**config.mk**
```make
export PLATFORM = sky130hd
export DESIGN_NAME = serv_bufreg_par
export DESIGN_NICKNAME = d
export VERILOG_FILES = /design/src/rtl/serv_bufreg_par.sv
export SDC_FILE = /design/constraint.sdc
export NUM_CORES = 1
export LEC_CHECK = 0
export BUFFER_PORTS_ARGS = -buffer_cell sky130_fd_sc_hd__buf_2
export CORE_UTILIZATION = 45
export CTS_CLUSTER_DIAMETER = 80
export DETAILED_ROUTE_END_ITERATION = 12
export GPL_ROUTABILITY_DRIVEN = 0
export PLACE_DENSITY = 0.77
export REMOVE_ABC_BUFFERS = 1
export SYNTH_ARGS = -nofsm -noshare
export SYNTH_HDL_FRONTEND = slang
export SYNTH_SLANG_ARGS = --single-unit
```
**constraint.sdc**
```tcl
create_clock -name i_clk -period 1.86 [get_ports i_clk]
set_clock_uncertainty 0.1 [all_clocks]
set_input_delay 0.186 -clock i_clk [delete_from_list [all_inputs] [get_ports i_clk]]
set_output_delay 0.186 -clock i_clk [all_outputs]
set_load 0.02 [all_outputs]
```
**src/rtl/serv_bufreg_par.sv**
```systemverilog
// serv_bufreg_par: W-bit-per-beat buffer register for the bit-serial core.
// Accumulates rs1+imm into a 32-bit dbus address, presents it to the bus, and drains it LSB-first.
module serv_bufreg_par #(
  parameter int W   = 1,
  parameter bit MDU = 1'b0
) (
  input  logic         i_clk,
  input  logic         i_rst_n,
  input  logic         i_en,
  input  logic         i_init,
  input  logic         i_rs1_en,
  input  logic         i_imm_en,
  input  logic         i_clr_lsb,
  input  logic         i_sh_signed,
  input  logic         i_mdu_op,
  input  logic [1:0]   i_size,
  input  logic [W-1:0] i_rs1,
  input  logic [W-1:0] i_imm,
  input  logic         i_adr_ack,
  output logic [W-1:0] o_q,
  output logic         o_adr_vld,
  output logic         o_misalign,
  output logic [1:0]   o_lsb,
  output logic [31:0]  o_dbus_adr,
  output logic [31:0]  o_ext_rs1,
  output logic [1:0]   o_dbg_state
);
  localparam int N  = 32 / W;
  localparam int CW = (N > 1) ? $clog2(N) : 1;

  typedef enum logic [1:0] {
    S_IDLE  = 2'd0,
    S_LOAD  = 2'd1,
    S_VALID = 2'd2,
    S_DRAIN = 2'd3
  } state_t;

  state_t        r_state;
  logic [CW-1:0] r_cnt;
  logic          r_c;
  logic [31:0]   r_data;
  logic          r_misalign;

  logic          w_init_beat;
  logic          w_in_load;
  logic          w_drain_beat;
  logic          w_first;
  logic          w_last;
  logic          w_cin;
  logic          w_mis_nxt;
  logic [CW-1:0] w_cnt_eff;
  logic [W-1:0]  w_imm_m;
  logic [W:0]    w_sum;
  logic [31:0]   w_load_data;
  logic [31:0]   w_drain_data;

  assign w_init_beat  = i_en & i_init;
  assign w_in_load    = (r_state == S_LOAD);
  assign w_drain_beat = i_en & ~i_init & ~w_in_load;

  // An accumulate beat arriving outside LOAD restarts the pass at beat 0 with no carry.
  assign w_cnt_eff = w_in_load ? r_cnt : '0;
  assign w_cin     = w_in_load & r_c;
  assign w_first   = (w_cnt_eff == '0);
  assign w_last    = w_in_load & (r_cnt == CW'(N - 1));

  always_comb begin
    w_imm_m    = i_imm;
    w_imm_m[0] = i_imm[0] & ~(w_first & i_clr_lsb);
  end

  assign w_sum = {1'b0, i_rs1 & {W{i_rs1_en}}}
               + {1'b0, w_imm_m & {W{i_imm_en}}}
               + {{W{1'b0}}, w_cin};

  assign w_load_data  = {w_sum[W-1:0], r_data[31:W]};
  assign w_drain_data = {{W{r_data[31] & i_sh_signed}}, r_data[31:W]};

  always_comb begin
    case (i_size)
      2'b01:   w_mis_nxt = w_load_data[0];
      2'b10:   w_mis_nxt = |w_load_data[1:0];
      default: w_mis_nxt = 1'b0;
    endcase
  end

  // Address handshake: o_adr_vld rises the cycle after the last accumulate beat and holds a
  // stable address until i_adr_ack, a drain beat or a restart; transfer happens on vld & ack.
  always_ff @(posedge i_clk or negedge i_rst_n) begin
    if (!i_rst_n) begin
      r_state    <= S_IDLE;
      r_cnt      <= '0;
      r_c        <= 1'b0;
      r_data     <= '0;
      r_misalign <= 1'b0;
    end else if (w_init_beat) begin
      r_data <= w_load_data;
      if (w_last) begin
        r_state    <= S_VALID;
        r_cnt      <= '0;
        r_c        <= 1'b0;
        r_misalign <= w_mis_nxt;
      end else begin
        r_state <= S_LOAD;
        r_cnt   <= w_cnt_eff + CW'(1);
        r_c     <= w_sum[W];
      end
    end else if (w_in_load) begin
      if (i_en) begin
        r_state <= S_IDLE;
        r_cnt   <= '0;
        r_c     <= 1'b0;
      end
    end else if (w_drain_beat) begin
      r_data <= w_drain_data;
      if ((r_state == S_DRAIN) && (r_cnt == CW'(N - 1))) begin
        r_state <= S_IDLE;
        r_cnt   <= '0;
      end else begin
        r_state <= S_DRAIN;
        r_cnt   <= r_cnt + CW'(1);
      end
    end else if ((r_state == S_VALID) && i_adr_ack) begin
      r_state <= S_IDLE;
    end
  end

  assign o_q         = w_drain_beat ? r_data[W-1:0] : '0;
  assign o_adr_vld   = (r_state == S_VALID);
  assign o_misalign  = r_misalign & o_adr_vld;
  assign o_lsb       = (MDU && i_mdu_op) ? 2'b00 : r_data[1:0];
  assign o_dbus_adr  = {r_data[31:2], 2'b00};
  assign o_ext_rs1   = r_data;
  assign o_dbg_state = r_state;

endmodule

```
# ---- Word-level counts from Yosys, hierarchy flattened
# Index checks and enable logic that the tools add are counted.
dict set report totals {
  inputBits 14
  reg_bits 41
  word_cells 68
  out_inout_bits 71
}
dict set report classes {
  n_addsub 4
  bitwise 14
  n_eq_ne 8
  reduce_logical 14
  muxes 23
}
# operator n
set ops {}
lappend ops {{two-way mux 32 bit} 3}
lappend ops {{two-way mux 5 bit} 7}
lappend ops {{two-way mux 2 bit} 7}
lappend ops {{AND 1 bit} 11}
lappend ops {{adder 5 x 1 -> 5 bit, second input constant} 2}
lappend ops {{AND reduction 2 bit} 5}
lappend ops {{== test 2 bit, second input constant} 3}
lappend ops {{nonzero test 2 bit} 3}
lappend ops {{== test 5 bit, second input constant} 1}
lappend ops {{zero test 5 bit} 1}
lappend ops {{two-way mux 1 bit} 5}
lappend ops {{== test 2 x 1 -> 1 bit, second input constant} 2}
lappend ops {{nonzero test 4 bit} 1}
lappend ops {{!= test 3 bit, second input constant} 1}
lappend ops {{inverter 1 bit} 3}
lappend ops {{nonzero test 3 bit} 1}
lappend ops {{adder 1 x 1 -> 2 bit} 1}
lappend ops {{adder 2 x 1 -> 2 bit} 1}
lappend ops {{logical AND 1 bit} 2}
lappend ops {{!= test 2 bit, second input constant} 1}
lappend ops {{one-hot mux 1 bit (2 select lines)} 1}
lappend ops {{OR reduction 2 bit} 1}

# ---- Logic depth before layout (Yosys ltp)
dict set report logic_depth {
  depth_word 11
  depth_mapped 10
  depth_no_buf 8
}

# ---- Worst setup path after synthesis
# Ideal clock, no wire load.
dict set report synth_path {
  kind {register -> register}
  from {reg r_state[0] (netlist: o_dbg_state[0])}
  to {reg r_data[31] (netlist: o_ext_rs1[31])}
  setup_slack_ns -0.302
  stages_incl_launch_ff 9
  arrival_ns 1.941
  required_time_ns 1.639
  path_cell_list {dfrtp_1 > buf_4 > nor2b_1 > buf_4 > nand2_1 > ha_1 > a31oi_1 > fa_1 > a22o_1}
}
dict set report synth_between {
  elab_chain_len 10
  elab_cells_between_ends 16
  classes_between {add/sub (2); eq/ne (2); mux (2); bitwise (7); reduce/logical (3)}
}
# item line
set synth_lines {}
lappend synth_lines {{start: declaration} 38} ;# state_t r_state;
lappend synth_lines {{start signal: assignment} 91} ;# r_state <= S_IDLE;
lappend synth_lines {{start signal: assignment} 99} ;# r_state <= S_VALID;
lappend synth_lines {{start signal: assignment} 104} ;# r_state <= S_LOAD;
lappend synth_lines {{== test 2 x 1 -> 1 bit (*)} 58} ;# assign w_in_load = (r_state == S_LOAD);
lappend synth_lines {{two-way mux 5 bit} 62} ;# assign w_cnt_eff = w_in_load ? r_cnt : '0;
lappend synth_lines {{zero test 5 bit} 64} ;# assign w_first = (w_cnt_eff == '0);
lappend synth_lines {{AND 1 bit} 69} ;# w_imm_m[0] = i_imm[0] & ~(w_first & i_clr_lsb);
lappend synth_lines {{inverter 1 bit} 69}
lappend synth_lines {{AND 1 bit} 69}
lappend synth_lines {{AND 1 bit} 73} ;# + {1'b0, w_imm_m & {W{i_imm_en}}}
lappend synth_lines {{adder 1 x 1 -> 2 bit} 73}
lappend synth_lines {{adder 2 x 1 -> 2 bit} 74} ;# + {{W{1'b0}}, w_cin};
lappend synth_lines {{two-way mux 32 bit} 96} ;# end else if (w_init_beat) begin
lappend synth_lines {{end signal: assignment} 97} ;# r_data <= w_load_data;
lappend synth_lines {{end signal: assignment} 115} ;# r_data <= w_drain_data;
lappend synth_lines {{end: declaration} 41} ;# logic [31:0] r_data;
# Mark *: on every way between the ends. The rest lies on a longest branch, timed or not.
# A chain may end at the register's enable or synchronous reset.

# ---- Worst setup path in the final report
dict set report layout_path {
  from {reg r_state[1] (netlist: o_dbg_state[1])}
  to {reg r_data[31] (netlist: o_ext_rs1[31])}
}
# Same word-level chain as after synthesis.

==> run summary <==
Number of max-cap violations - 0
H-tree Lvls - 2
Initial cell density of the core - 48.1%
Worst EP arrival - 1.92 ns
DRC - 0
CP Class - reg2reg
CTS Buf Count - 5
Placed cell count - 310
Crit. End Element - flip-flop
Final wirelength - 4840 µm
Clk slew on worst S/H paths - 0.09 ns
Root Driver - clkbuf_8
Post-route setup TNS - 0 ns
Finish-stage setup viols - 0
Final core utilization - 57.9%
HP Start - i_adr_ack
Clock period minus worst slack - 1.82 ns
Die footprint - 5470 µm²
Max clock buf depth - 2
Rows - 25
Final Cycle Share - 98.0%
Post-DP HPWL - 3320 µm
DIE WIDTH - 74.0 µm
Synth Register Bits - 41
Post-synth EDFFs - 0
HP Class - in2reg
Largest net degree at the start of global routing - 42
Reg2reg setup slack - 0.04 ns
Number of diodes - 0
I/O Buffers - 81
First-pass GRT wire length - 7290 µm
Overflow left after global routing - 0
# IOs - 85
DRT antenna net count - 0
Tightest Pin Transition - 0.516 ns
Vias/cell - 4.99
Max Freq - 0.549 GHz
Crit path from - o_dbg_state[1]
DR pass1 iterations - 4
DR vias - 1606
Max-slew violation count - 0
Initial antenna violation count - 0
Primary FF master, synth - dfrtp_1
Synth unique cells - 39
Mean area per synthesized cell - 12.0 µm²
Reg-to-Reg Start - o_dbg_state[1]
DRT iter0 DRCs - 57
Pre-CTS WS - -0.0535 ns
R2r endpoint - o_ext_rs1[31]
CP max FO - 3
Die Span Y - 74.0 µm
Setup ws final - 0.0378 ns
Layout cells sized above 1 - 57.3%
GRT Total Usage - 17.9%
Cells on Worst Hold Path - 4
Non-Filler Instances - 322
Vias in the first global route - 1523
Commonest cells after routing, fill and taps aside - buf_2 (81), dfrtp_1 (40), mux2_4 (30)
Relative slew slack - 65.6%
Ys async rst share - 100%
Outcome - finished, final reports clean
Setup crit start kind - flip-flop
Mapped Cells - 194
Wire per inst - 15.0 µm
Leakage - 0.00158 µW
PwrDens - 1480 nW/µm²
CTS tree - done
CTS Sinks - 41
Layout area overhead - 20.4%
Core area - 4850 µm²
Worst skew pair latency - 0.30 ns
Post-synthesis sequential area ratio - 44.0%
Cell count of the worst reg-to-reg path - 6
Post-synthesis cell area - 2330 µm²
Hold Fails Final Rpt - 0
WHS Endpoint - o_dbg_state[1]
Peak supply drop - 0.775 mV
Final net count - 275
Most common cell after layout, fill and taps aside - buf_2
YS warnings - 0
RSZ-0062 raised after global routing - yes
Required time of the critical path - 1.96 ns
registers in the layout, indices dropped and copies added, names as in the netlist:
name	flops
o_ext_rs1	32
r_cnt	5
o_dbg_state	2
r_misalign	1
r_c	1
critical path, cell delays in order, from the launching register on:
cell	delay, ns
dfrtp_1	0.40
nor2b_2	0.17
nand2_1	0.09
ha_2	0.20
a31oi_4	0.14
fa_1	0.41
a22o_1	0.21
per-stage QoR:
stage | total power (µW) | instance area, µm² | hold slack, ns
floorplan | 2600 | 2020 | -0.210
global placement | 3230 | 2580 | 0.171
detailed placement | 3290 | 2580 | 0.177
CTS | 4080 | 2730 | 0.156
global route | 4350 | 2810 | 0.180
finish | 4140 | 2810 | 0.161
where the power goes:
part	leakage, µW	internal, µW	total, µW	switching (µW)
Combinational	0.000980	850	1960	1110
Clock	0.0000574	436	755	319
Sequential	0.000543	1150	1430	279
Total	0.00158	2430	4140	1710
cell type report:
cell class	count	area, µm²
Inverter	7	26.3
Fill cell	389	2040
Sequential cell	41	1030
Multi-Input combinational cell	106	1030
Timing Repair Buffer	93	518
Clock inverter	2	37.5
Clock buffer	6	82.6
Tap cell	67	83.8
worst max path at each step:
stage          cells past startpoint            end  slack, ns
3_3_place_gp                       6  o_ext_rs1[31]     -0.004
4_1_cts                            6  o_ext_rs1[31]      -0.02
2_1_floorplan                      6  o_ext_rs1[31]      -0.51
3_5_place_dp                       6  o_ext_rs1[31]      -0.05
6_report                           6  o_ext_rs1[31]       0.04
5_1_grt                            6  o_ext_rs1[31]      -0.03
logic make-up (layout without fill, tap and decap cells):
family | after synthesis | after routing | share of synthesized area (%)
other | 1 | 2 | 0.161
AND/OR/NAND/NOR | 37 | 37 | 8.15
buffers and inverters | 48 | 108 | 14.5
multiplexers | 32 | 32 | 20.3
AO/OA/AOI/OAI | 27 | 27 | 8.42
XOR/XNOR | 1 | 1 | 0.376
flip-flops | 41 | 41 | 44.0
adder cells (fa/ha/maj) | 7 | 7 | 4.08
Yosys cell counts, drive strengths merged, types with 3 or more instances:
cell type	n	share of area (%)
ha	6	3.2
inv	7	1.1
buf	40	13
o211ai	3	0.97
nand2	7	1.1
nor2	9	1.4
nand3	5	1.1
o21ai	8	2.2
dfrtp	41	44
and2	5	1.3
mux2	32	20
nand2b	4	1.4
timing repair:
item / 4_1_cts / 5_1_grt
hold endpoints to repair: 41 / 0
pin swaps: 0 / 6
setup buffers: 0 / 3
endpoints found under the setup margin: 4 / 10
hold buffers: 1 / 0
resized for setup: 3 / 13
gates cloned: 0 / 0
per-layer routing:
layer / vias up / track usage (%) / part of all wire (%)
met4: 0 / 9.40 / 2.3
met5: - / 0 / 0
met3: 11 / 3.52 / 3.2
li1: 747 / - / -
met2: 46 / 29.5 / 51
met1: 802 / 22.1 / 43
(Power assumes the default switching activity.)
